$ cat src/rtl/xgri_pkg.sv
// xgri_pkg: shared definitions for the multi-channel CPU-to-graphics
// write-queue interface (xgri_mc).
//   - per-channel register offsets (ri_addr[1:0])
//   - STATUS/CTRL bit positions
//   - queue entry layout {addr, data}, sized for the widest configuration
package xgri_pkg;

  // Register offsets within one channel
  localparam logic [1:0] REG_STATUS = 2'd0;
  localparam logic [1:0] REG_ADDR   = 2'd1;
  localparam logic [1:0] REG_STRIDE = 2'd2;
  localparam logic [1:0] REG_DATA   = 2'd3;

  // STATUS read / CTRL write bit positions
  localparam int ST_EMPTY  = 0;
  localparam int ST_FULL   = 1;
  localparam int ST_OVF    = 2;
  localparam int ST_PEND   = 3;
  localparam int ST_IRQ_EN = 4;
  localparam int ST_LEVEL  = 8;

  localparam int MAX_ADDR_W = 16;
  localparam int XGRI_DATA_W = 16;

  // One queued write: target address and data word
  typedef struct packed {
    logic [MAX_ADDR_W-1:0]  addr;
    logic [XGRI_DATA_W-1:0] data;
  } xgri_entry_t;

endpackage

$ cat src/rtl/xgri_fifo.sv
// xgri_fifo: single-clock show-ahead FIFO.
// Ports:
//   clk_sys, rst_n   clock, synchronous active-low reset
//   push, wdata      write request and data
//   pop              read request (ignored while empty)
//   rdata            head entry, zero while empty
//   full, empty      occupancy flags
//   level            number of stored entries (0..DEPTH)
//   push_ok, pop_ok  this cycle's push/pop is actually performed
// A push into a full FIFO is still accepted when a pop happens in the
// same cycle, since the head slot frees up at the same edge.
module xgri_fifo #(
  parameter  int WIDTH = 29,
  parameter  int DEPTH = 16,
  localparam int PW    = $clog2(DEPTH),
  localparam int LW    = PW + 1
) (
  input  logic             clk_sys,
  input  logic             rst_n,
  input  logic             push,
  input  logic [WIDTH-1:0] wdata,
  input  logic             pop,
  output logic [WIDTH-1:0] rdata,
  output logic             full,
  output logic             empty,
  output logic [LW-1:0]    level,
  output logic             push_ok,
  output logic             pop_ok
);

  logic [WIDTH-1:0] mem_r [DEPTH];
  logic [PW-1:0]    wr_ptr_r;
  logic [PW-1:0]    rd_ptr_r;
  logic [LW-1:0]    count_r;

  assign empty   = (count_r == LW'(0));
  assign full    = (count_r == LW'(DEPTH));
  assign level   = count_r;
  assign pop_ok  = pop & ~empty;
  assign push_ok = push & (~full | pop);
  assign rdata   = empty ? {WIDTH{1'b0}} : mem_r[rd_ptr_r];

  // Entry storage; no reset needed because rdata is masked while empty
  always_ff @(posedge clk_sys) begin
    if (push_ok) begin
      mem_r[wr_ptr_r] <= wdata;
    end
  end

  // Pointers and occupancy count
  always_ff @(posedge clk_sys) begin
    if (!rst_n) begin
      wr_ptr_r <= {PW{1'b0}};
      rd_ptr_r <= {PW{1'b0}};
      count_r  <= {LW{1'b0}};
    end else begin
      if (push_ok) begin
        wr_ptr_r <= wr_ptr_r + PW'(1);
      end
      if (pop_ok) begin
        rd_ptr_r <= rd_ptr_r + PW'(1);
      end
      count_r <= count_r + LW'(push_ok) - LW'(pop_ok);
    end
  end

endmodule

$ cat src/rtl/xgri_mc.sv
// xgri_mc: multi-channel CPU-to-graphics write queue.
// The CPU programs per-channel ADDR/STRIDE and pushes data words through
// the DATA register; each word is queued with the current ADDR, which then
// advances by STRIDE. The consumer drains each channel via valid/pop.
// Ports:
//   clk_sys, rst_n           clock, synchronous active-low reset
//   ri_en/ri_wren/ri_ren     register interface select and strobes
//   ri_addr                  [3:2] channel, [1:0] register
//   from_cpu / to_cpu        write data / registered read data
//   ch_valid/ch_pop          per-channel head valid and pop
//   ch_data/ch_addr          per-channel head entry, packed by channel
//   irq                      OR of (irq_pend & irq_en), registered
module xgri_mc
  import xgri_pkg::*;
#(
  parameter  int NUM_CH     = 2,
  parameter  int DATA_W     = 16,
  parameter  int ADDR_W     = 13,
  parameter  int FIFO_DEPTH = 16,
  localparam int LW         = $clog2(FIFO_DEPTH) + 1
) (
  input  logic                     clk_sys,
  input  logic                     rst_n,
  input  logic                     ri_en,
  input  logic                     ri_wren,
  input  logic                     ri_ren,
  input  logic [3:0]               ri_addr,
  input  logic [DATA_W-1:0]        from_cpu,
  output logic [15:0]              to_cpu,
  output logic [NUM_CH-1:0]        ch_valid,
  input  logic [NUM_CH-1:0]        ch_pop,
  output logic [NUM_CH*DATA_W-1:0] ch_data,
  output logic [NUM_CH*ADDR_W-1:0] ch_addr,
  output logic                     irq
);

  logic                     wr_s;
  logic                     rd_s;
  logic [1:0]               sel_ch_s;
  logic [1:0]               sel_reg_s;
  logic [NUM_CH-1:0]        ctrl_wr_s;
  logic [NUM_CH-1:0]        addr_wr_s;
  logic [NUM_CH-1:0]        stride_wr_s;
  logic [NUM_CH-1:0]        push_req_s;
  logic [NUM_CH-1:0]        push_ok_s;
  logic [NUM_CH-1:0]        pop_ok_s;
  logic [NUM_CH-1:0]        full_s;
  logic [NUM_CH-1:0]        empty_s;
  logic [NUM_CH-1:0]        drain_s;
  logic [LW-1:0]            level_s [NUM_CH];
  logic [ADDR_W+DATA_W-1:0] rdata_s [NUM_CH];
  logic [15:0]              ch_word_s [NUM_CH];
  logic [15:0]              rd_mux_s;

  logic [ADDR_W-1:0]        addr_r   [NUM_CH];
  logic [ADDR_W-1:0]        stride_r [NUM_CH];
  logic [NUM_CH-1:0]        ovf_r;
  logic [NUM_CH-1:0]        pend_r;
  logic [NUM_CH-1:0]        en_r;
  logic [15:0]              to_cpu_r;
  logic                     irq_r;

  assign wr_s      = ri_en & ri_wren;
  assign rd_s      = ri_en & ri_ren;
  assign sel_ch_s  = ri_addr[3:2];
  assign sel_reg_s = ri_addr[1:0];

  // Per-channel write decode; channel numbers >= NUM_CH match nothing
  always_comb begin
    for (int c = 0; c < NUM_CH; c++) begin
      ctrl_wr_s[c]   = wr_s && (sel_ch_s == 2'(c)) && (sel_reg_s == REG_STATUS);
      addr_wr_s[c]   = wr_s && (sel_ch_s == 2'(c)) && (sel_reg_s == REG_ADDR);
      stride_wr_s[c] = wr_s && (sel_ch_s == 2'(c)) && (sel_reg_s == REG_STRIDE);
      push_req_s[c]  = wr_s && (sel_ch_s == 2'(c)) && (sel_reg_s == REG_DATA);
    end
  end

  for (genvar c = 0; c < NUM_CH; c++) begin : g_ch
    xgri_fifo #(
      .WIDTH (ADDR_W + DATA_W),
      .DEPTH (FIFO_DEPTH)
    ) u_fifo (
      .clk_sys (clk_sys),
      .rst_n   (rst_n),
      .push    (push_req_s[c]),
      .wdata   ({addr_r[c], from_cpu}),
      .pop     (ch_pop[c]),
      .rdata   (rdata_s[c]),
      .full    (full_s[c]),
      .empty   (empty_s[c]),
      .level   (level_s[c]),
      .push_ok (push_ok_s[c]),
      .pop_ok  (pop_ok_s[c])
    );

    assign ch_valid[c]                 = ~empty_s[c];
    assign ch_data[c*DATA_W +: DATA_W] = rdata_s[c][DATA_W-1:0];
    assign ch_addr[c*ADDR_W +: ADDR_W] = rdata_s[c][ADDR_W+DATA_W-1:DATA_W];

    // Level goes 1 -> 0: the last entry leaves with nothing replacing it
    assign drain_s[c] = pop_ok_s[c] & ~push_ok_s[c] & (level_s[c] == LW'(1));
  end

  // Per-channel ADDR/STRIDE and sticky flags; set events win over clears
  always_ff @(posedge clk_sys) begin
    if (!rst_n) begin
      for (int c = 0; c < NUM_CH; c++) begin
        addr_r[c]   <= {ADDR_W{1'b0}};
        stride_r[c] <= ADDR_W'(1);
      end
      ovf_r  <= {NUM_CH{1'b0}};
      pend_r <= {NUM_CH{1'b0}};
      en_r   <= {NUM_CH{1'b0}};
    end else begin
      for (int c = 0; c < NUM_CH; c++) begin
        if (addr_wr_s[c]) begin
          addr_r[c] <= from_cpu[ADDR_W-1:0];
        end else if (push_ok_s[c]) begin
          addr_r[c] <= addr_r[c] + stride_r[c];
        end
        if (stride_wr_s[c]) begin
          stride_r[c] <= from_cpu[ADDR_W-1:0];
        end
        if (push_req_s[c] && !push_ok_s[c]) begin
          ovf_r[c] <= 1'b1;
        end else if (ctrl_wr_s[c] && from_cpu[ST_OVF]) begin
          ovf_r[c] <= 1'b0;
        end
        if (drain_s[c]) begin
          pend_r[c] <= 1'b1;
        end else if (ctrl_wr_s[c] && from_cpu[ST_PEND]) begin
          pend_r[c] <= 1'b0;
        end
        if (ctrl_wr_s[c]) begin
          en_r[c] <= from_cpu[ST_IRQ_EN];
        end
      end
    end
  end

  // Per-channel readback word, taken from pre-edge state
  always_comb begin
    for (int c = 0; c < NUM_CH; c++) begin
      case (sel_reg_s)
        REG_STATUS: ch_word_s[c] = {8'(level_s[c]), 3'b000, en_r[c], pend_r[c],
                                    ovf_r[c], full_s[c], empty_s[c]};
        REG_ADDR:   ch_word_s[c] = 16'(addr_r[c]);
        REG_STRIDE: ch_word_s[c] = 16'(stride_r[c]);
        default:    ch_word_s[c] = 16'h0000;
      endcase
    end
  end

  // AND-OR channel select; unimplemented channels read as zero
  always_comb begin
    rd_mux_s = 16'h0000;
    for (int c = 0; c < NUM_CH; c++) begin
      rd_mux_s = rd_mux_s | (ch_word_s[c] & {16{sel_ch_s == 2'(c)}});
    end
  end

  // Read-data register; holds its value between reads
  always_ff @(posedge clk_sys) begin
    if (!rst_n) begin
      to_cpu_r <= 16'h0000;
    end else if (rd_s) begin
      to_cpu_r <= rd_mux_s;
    end
  end

  // Registered interrupt
  always_ff @(posedge clk_sys) begin
    if (!rst_n) begin
      irq_r <= 1'b0;
    end else begin
      irq_r <= |(pend_r & en_r);
    end
  end

  assign to_cpu = to_cpu_r;
  assign irq    = irq_r;

endmodule

$ cat config.mk
export PLATFORM = sky130hd
export DESIGN_NAME = xgri_mc
export DESIGN_NICKNAME = d
export VERILOG_FILES = /design/src/rtl/xgri_pkg.sv /design/src/rtl/xgri_fifo.sv /design/src/rtl/xgri_mc.sv
export SDC_FILE = /design/constraint.sdc
export NUM_CORES = 1
export LEC_CHECK = 0
export ABC_AREA = 1
export CAP_MARGIN = 10
export CORE_MARGIN = 2
export CORE_UTILIZATION = 56
export CTS_BUF_LIST = sky130_fd_sc_hd__clkbuf_4 sky130_fd_sc_hd__clkbuf_8 sky130_fd_sc_hd__clkbuf_16
export CTS_CLUSTER_SIZE = 40
export DETAILED_ROUTE_END_ITERATION = 10
export PLACE_DENSITY = 0.76
export SETUP_SLACK_MARGIN = 0.3
export SYNTH_ARGS = -nofsm -noshare
export SYNTH_HDL_FRONTEND = slang
export SYNTH_SLANG_ARGS = --single-unit
$ cat constraint.sdc
create_clock -name clk_sys -period 2.7 [get_ports clk_sys]
set_input_delay 0.54 -clock clk_sys [delete_from_list [all_inputs] [get_ports clk_sys]]
set_output_delay 0.54 -clock clk_sys [all_outputs]
set_load 0.02 [all_outputs]
# Yosys cells after proc, flatten, opt, wreduce, memory -nomap -nowiden
# Memories as Yosys holds them, arrays and structs flattened. A register that Yosys moved wholly into a read port is not among the register bits.
# Cells that the tools add are included.
# totals
ff_bits,49
latch_bits,0
ram_bits,980
mem_bits_ro,0
wordCells,136
mem_count,4
# mem_list
memory,depth,width,rd,rd_clocked_by_memory_dff,write_ports,line_no,source
g_ch[0].u_fifo.mem_r,16,29,1,1,1,xgri_fifo.sv:31,logic [WIDTH-1:0] mem_r [DEPTH];
g_ch[1].u_fifo.mem_r,16,29,1,1,1,xgri_fifo.sv:31,
addr_r,2,13,2,0,2,xgri_mc.sv:55,logic [ADDR_W-1:0] addr_r [NUM_CH];
stride_r,2,13,2,0,2,xgri_mc.sv:56,logic [ADDR_W-1:0] stride_r [NUM_CH];
# classes
add_sub_neg,10
n_mul,0
n_div,0
magnitude_cmp,0
n_eq_ne,8
shift,0
n_mux,45
bitwise,28
n_reduce_logical,27
# op_table
cell,n
13-bit 2-to-1 mux,6
13-bit case mux with 3 select lines,2
29-bit 2-to-1 mux,2
16-bit AND,2
1-bit 2-to-1 mux,31
13-bit adder,2
"4-bit by 1-bit adder with 4-bit output, second input constant",4
1-bit logical AND,16
4-bit 2-to-1 mux,4
16-bit OR,1
5-bit by 1-bit adder with 5-bit output,2
1-bit AND,10
"5-bit by 1-bit equality test with 1-bit output, second input constant",2
"5-bit equality test, second input constant",2
5-bit logical NOT,2
5-bit by 1-bit subtractor with 5-bit output,2
1-bit OR,8
2-bit nonzero test,4
1-bit inverter,6
"2-bit by 1-bit equality test with 1-bit output, second input constant",2
"2-bit equality test, second input constant",2
2-bit logical NOT,2
2-bit AND,1
1-bit logical NOT,2
2-bit OR reduction,1

# Logic depth before layout (Yosys ltp)
# depth
ltp_word,9
depth_mapped,15

# Modules after synthesis
# Synthesis repeated with hierarchy kept, for this count alone.
# unflattened
cells_unflattened,3956
hier_area_um2,43970.9
# by_module_without_submodules
module,n_inst,cells_per_inst,area_per_inst_um2
xgri_fifo (g_ch[1].u_fifo),1,1646,19573.8
xgri_fifo (g_ch[0].u_fifo),1,1646,19527.5
xgri_mc,1,664,4869.7

# Worst setup path before layout
# Ideal clock, no wire load.
# synth_path
path_kind,input to register
from,input port ri_addr[3]
to,"memory g_ch[0].u_fifo.mem_r[11][0], enable pin"
setup_ns,0.415
t_arrival_ns,2.517
path_slack_ns,-0.231
cell_stages,7
path_cell_list,nor2_2 > nand2_1 > nor2_4 > nand2_2 > inv_2 > nand3_1 > nor2_1
# synth_between
elab_chain_cells,6
# synth_lines
item,line_no,source
"start, declared",xgri_mc.sv:27,"input logic [3:0] ri_addr,"
2-bit logical NOT,xgri_mc.sv:74,push_req_s[c] = wr_s && (sel_ch_s == 2'(c)) && (sel_reg_s == REG_DATA);
1-bit logical AND (2 in a row),xgri_mc.sv:74,
1-bit AND,xgri_fifo.sv:40,assign push_ok = push & (~full | pop);
via g_ch[0].u_fifo.push_ok,xgri_fifo.sv:27,"output logic push_ok,"
1-bit 2-to-1 mux,xgri_fifo.sv:45,if (push_ok) begin
1-bit 2-to-1 mux (implied by the code),xgri_fifo.sv:46,mem_r[wr_ptr_r] <= wdata;
"end, declared",xgri_fifo.sv:31,
# The timed path passes the listed nets, and every way through them passes these cells.

==> impl_metrics.yaml <==
sta:
  fmax_mhz: 323.3
  finClkSkew_ns: 0.02160
  finalSetupViolCount: 58
  drv_slew: 0
  rsz0062_at_grt: "yes"
  finalHoldViolations: 0
  worst-slew-pin-transition_ns: 1.010
  period_share_pct: 114.6
  layout_setup_ws_ns: -0.3935
  slew_headroom_pct: 32.42
  holdWs_ns: 0.4764
  finalCriticalPeriod_ns: 3.093
floorplan:
  boundaryPins: 104
  initial_core_util_pct: 56.47
  die_y_um: 283.0
  die-area_sq_um: 80100
  core-area_sq_um: 77210
  rows: 102
  die_w_um: 283.0
detailed_routing:
  wire_per_inst_um: 27.56
  viasPerCell: 6.515
  vias: 34531
  routed_wl_um: 146100
  first_iter_violations: 5752
  dr.pass1.iters: 6
  drc: 0
  antenna_left: 0
layout:
  finalNetCount: 4253
  n_fill_cell: 4259
  stdcell_area_sq_um: 56710
  area_growth_syn_to_layout_pct: 30.08
  mostFrequentLayoutCells: "nand2_1, edfxtp_1, nand3_1"
  layout-drive-gt1-share_pct: 27.24
  fin_util_pct: 73.45
  layout_commonest_cell: "nand2_1"
critical_path:
  rr_startpoint: "g_ch[0].u_fifo.level[3]"
  crit_type: "reg -> out"
  r2r-end: "g_ch[0].u_fifo.mem_r[11][9]"
  cp_max_fo: 14
  critPathLaunchType: "register"
  r2r_cells: 13
  cp.required_ns: 2.16
  cp_cell_sequence: "buf_12 -> inv_16 -> buf_12 -> buf_16 -> nand2_1 -> nand3_1 -> nand3_2 -> a21oi_2 -> o21a_1 -> buf_6"
  slowest_stage: "dfxtp_4"
  path_common_cell: "buf_12"
  cp_data_arrival_time_ns: 2.55
  crit_buf_inv: 5
  path_delay_family: "buffers and inverters"
  endpoint_kind: "output port"
  max_stage_delay_ns: 0.39
  r2r_setup_slack_ns: 0.34
logic_synthesis:
  synthTopCellsByArea: "edfxtp_1, nand2_1, nand3_1, dfxtp_1, a21oi_1"
  yosysUniqueCellTypes: 43
  synth_edf_count: 980
  synthArstFlopShare_pct: 0
  seq_area_frac_synth_pct: 69.98
  synth.top_cell.area_share_pct: 67.50
  synth_area_sq_um: 43600
  synth_ff_type: "edfxtp_1"
  syn_inst: 3823
  syn_area_per_cell_sq_um: 11.40
  synth.ff_latch_count: 1034
  synth_largest_area_cell: "edfxtp_1"
  yosysWarningCount: 0
global_routing:
  grt_first_pass_wirelength_um: 195300
  overflow: 0
  grt_start_max_net_pins: 69
  grt_usage_pct: 32.13
  grtUsageMet3_pct: 6.723
  grt_pass1_vias: 32608
  met2_usage_pct: 51.32
  met1_usage_pct: 42.04
  grt.busiest_layer: "met2"
  antenna_found_initial: 2
clock_tree:
  htreeDepth: 3
  clock_path_buffers: 3
  cts.sinks: 1034
  path_clk_slew_ns: 0.08
  clk_latency_ns: 0.70
  cts_tree: "done"
  numCtsBuffers: 99
  cts_hold_buf: 0
  root_buffer: "clkbuf_16"
hold_path:
  min_to: "ovf_r[0]"
  hp-start: "ovf_r[0]"
  hold_class: "reg -> reg"
  whs_path_depth: 2
power_and_ir_drop:
  power.density_nw_per_um2: 886.2
  finalPower_mw: 50.26
  p_leak_nw: 21.06
  ir_worst_vdd_uv: 701.6
flow_run:
  maxCapViolCount: 0
status:
  status: "finished, violations left"
  violations: "negative setup slack"
placed_design:
  port_buffers: 100
  hpwl_um: 67930
  placed_cell_area_sq_um: 47920
  pre_cts_ws_ns: -0.09540
  gp_congestion: 0.9139
kinds of logic after synthesis:
| family | after synthesis | share of synthesized area, % |
|---|---|---|
| AND/OR/NAND/NOR | 2086 | 20.43 |
| buffers and inverters | 343 | 3.694 |
| XOR/XNOR | 18 | 0.3616 |
| adder cells (fa/ha/maj) | 50 | 1.504 |
| flip-flops | 1034 | 69.98 |
| other | 1 | 0.008601 |
| AO/OA/AOI/OAI | 291 | 4.021 |
report_power, final:
group | switching [mW] | internal [mW] | total (mW)
logic | 10.1 | 7.58 | 17.7
registers | 0.218 | 17.7 | 17.9
clock network | 6.43 | 8.18 | 14.6
total | 16.8 | 33.5 | 50.3
sequential cells by signal (all words and copies together) (netlist names), named ones only:
signal                cells
g_ch.u_fifo.mem_r       928
addr_r                   26
stride_r                 26
to_cpu                   13
g_ch.u_fifo.level        10
g_ch.u_fifo.rd_ptr_r      8
g_ch.u_fifo.wr_ptr_r      8
en_r                      2
ovf_r                     2
pend_r                    2
irq                       1
layout make-up:
| type | instances | area [sq um] | share of cell area, % |
|---|---|---|---|
| flip-flops and latches | 1034 | 30530 | 53.84 |
| multi-input cells | 2448 | 13970 | 24.64 |
| repair buffers | 468 | 6989 | 12.32 |
| clock buffers | 113 | 2624 | 4.626 |
| well taps | 1040 | 1301 | 2.294 |
| clock inverters | 70 | 724.4 | 1.277 |
| inverters | 123 | 514.2 | 0.9067 |
| repair inverters | 2 | 50.05 | 0.08825 |
| diodes | 2 | 5.005 | 0.008825 |
metal layers:
layer | vias up | part of all wire, %
li1 | 14169 | -
met1 | 16309 | 33
met2 | 3314 | 46
met3 | 739 | 14
met4 | 0 | 6.2
met5 | - | 0
per-stage QoR:
step / TNS [ns] / instances
2_1_floorplan: 0 / 3825
3_3_place_gp: -5.650 / 4969
3_5_place_dp: -10.01 / 4969
4_1_cts: -8.757 / 5247
5_1_grt: -16.53 / 5298
6_report: -14.45 / 5300
worst register-to-register path, stage by stage (launching register included):
cell     delay, ns
dfxtp_2       0.33
inv_2         0.06
ha_4          0.16
nand2_4       0.06
nor2_4        0.05
buf_4         0.13
buf_4         0.14
nand2_1       0.09
nand2_2       0.07
inv_2         0.09
buf_4         0.19
nand3_1       0.23
nor2_4        0.20
buf_4         0.27
Yosys cell counts, types with 5 or more instances:
| master | instances |
|---|---|
| buf_6 | 7 |
| nor2_2 | 6 |
| a22o_1 | 6 |
| nand3_1 | 765 |
| dfxtp_1 | 54 |
| edfxtp_1 | 980 |
| nand4_1 | 10 |
| inv_1 | 108 |
| xor2_1 | 14 |
| o211ai_1 | 6 |
| nor2_1 | 105 |
| buf_1 | 22 |
| nand2_1 | 1186 |
| o21ai_2 | 6 |
| ha_1 | 46 |
| o21a_1 | 58 |
| buf_4 | 32 |
| a21oi_1 | 161 |
| buf_2 | 114 |
| inv_2 | 8 |
| nand2_2 | 5 |
| o21ai_0 | 30 |
| clkbuf_1 | 45 |
worst max path at each step:
stage	startpoint	end	slack [ns]	cells past startpoint
floorplan	ri_addr[3]	g_ch[0].u_fifo.mem_r[0][0]	0.21	7
finish	register	ch_data[17]	-0.39	10
detailed placement	ri_en	g_ch[0].u_fifo.level[4]	-0.1	13
CTS	register	ch_addr[9]	-0.25	11
global placement	ri_en	g_ch[0].u_fifo.level[4]	-0.13	13
global route	register	ch_data[7]	-0.41	10
timing repair:
item,in CTS,in global routing
cloned,49,30
gates resized for setup,746,285
pin swaps,129,154
buffers inserted,46,21
endpoints found under the setup margin,63,258
Power figures use the tool's default switching activity.
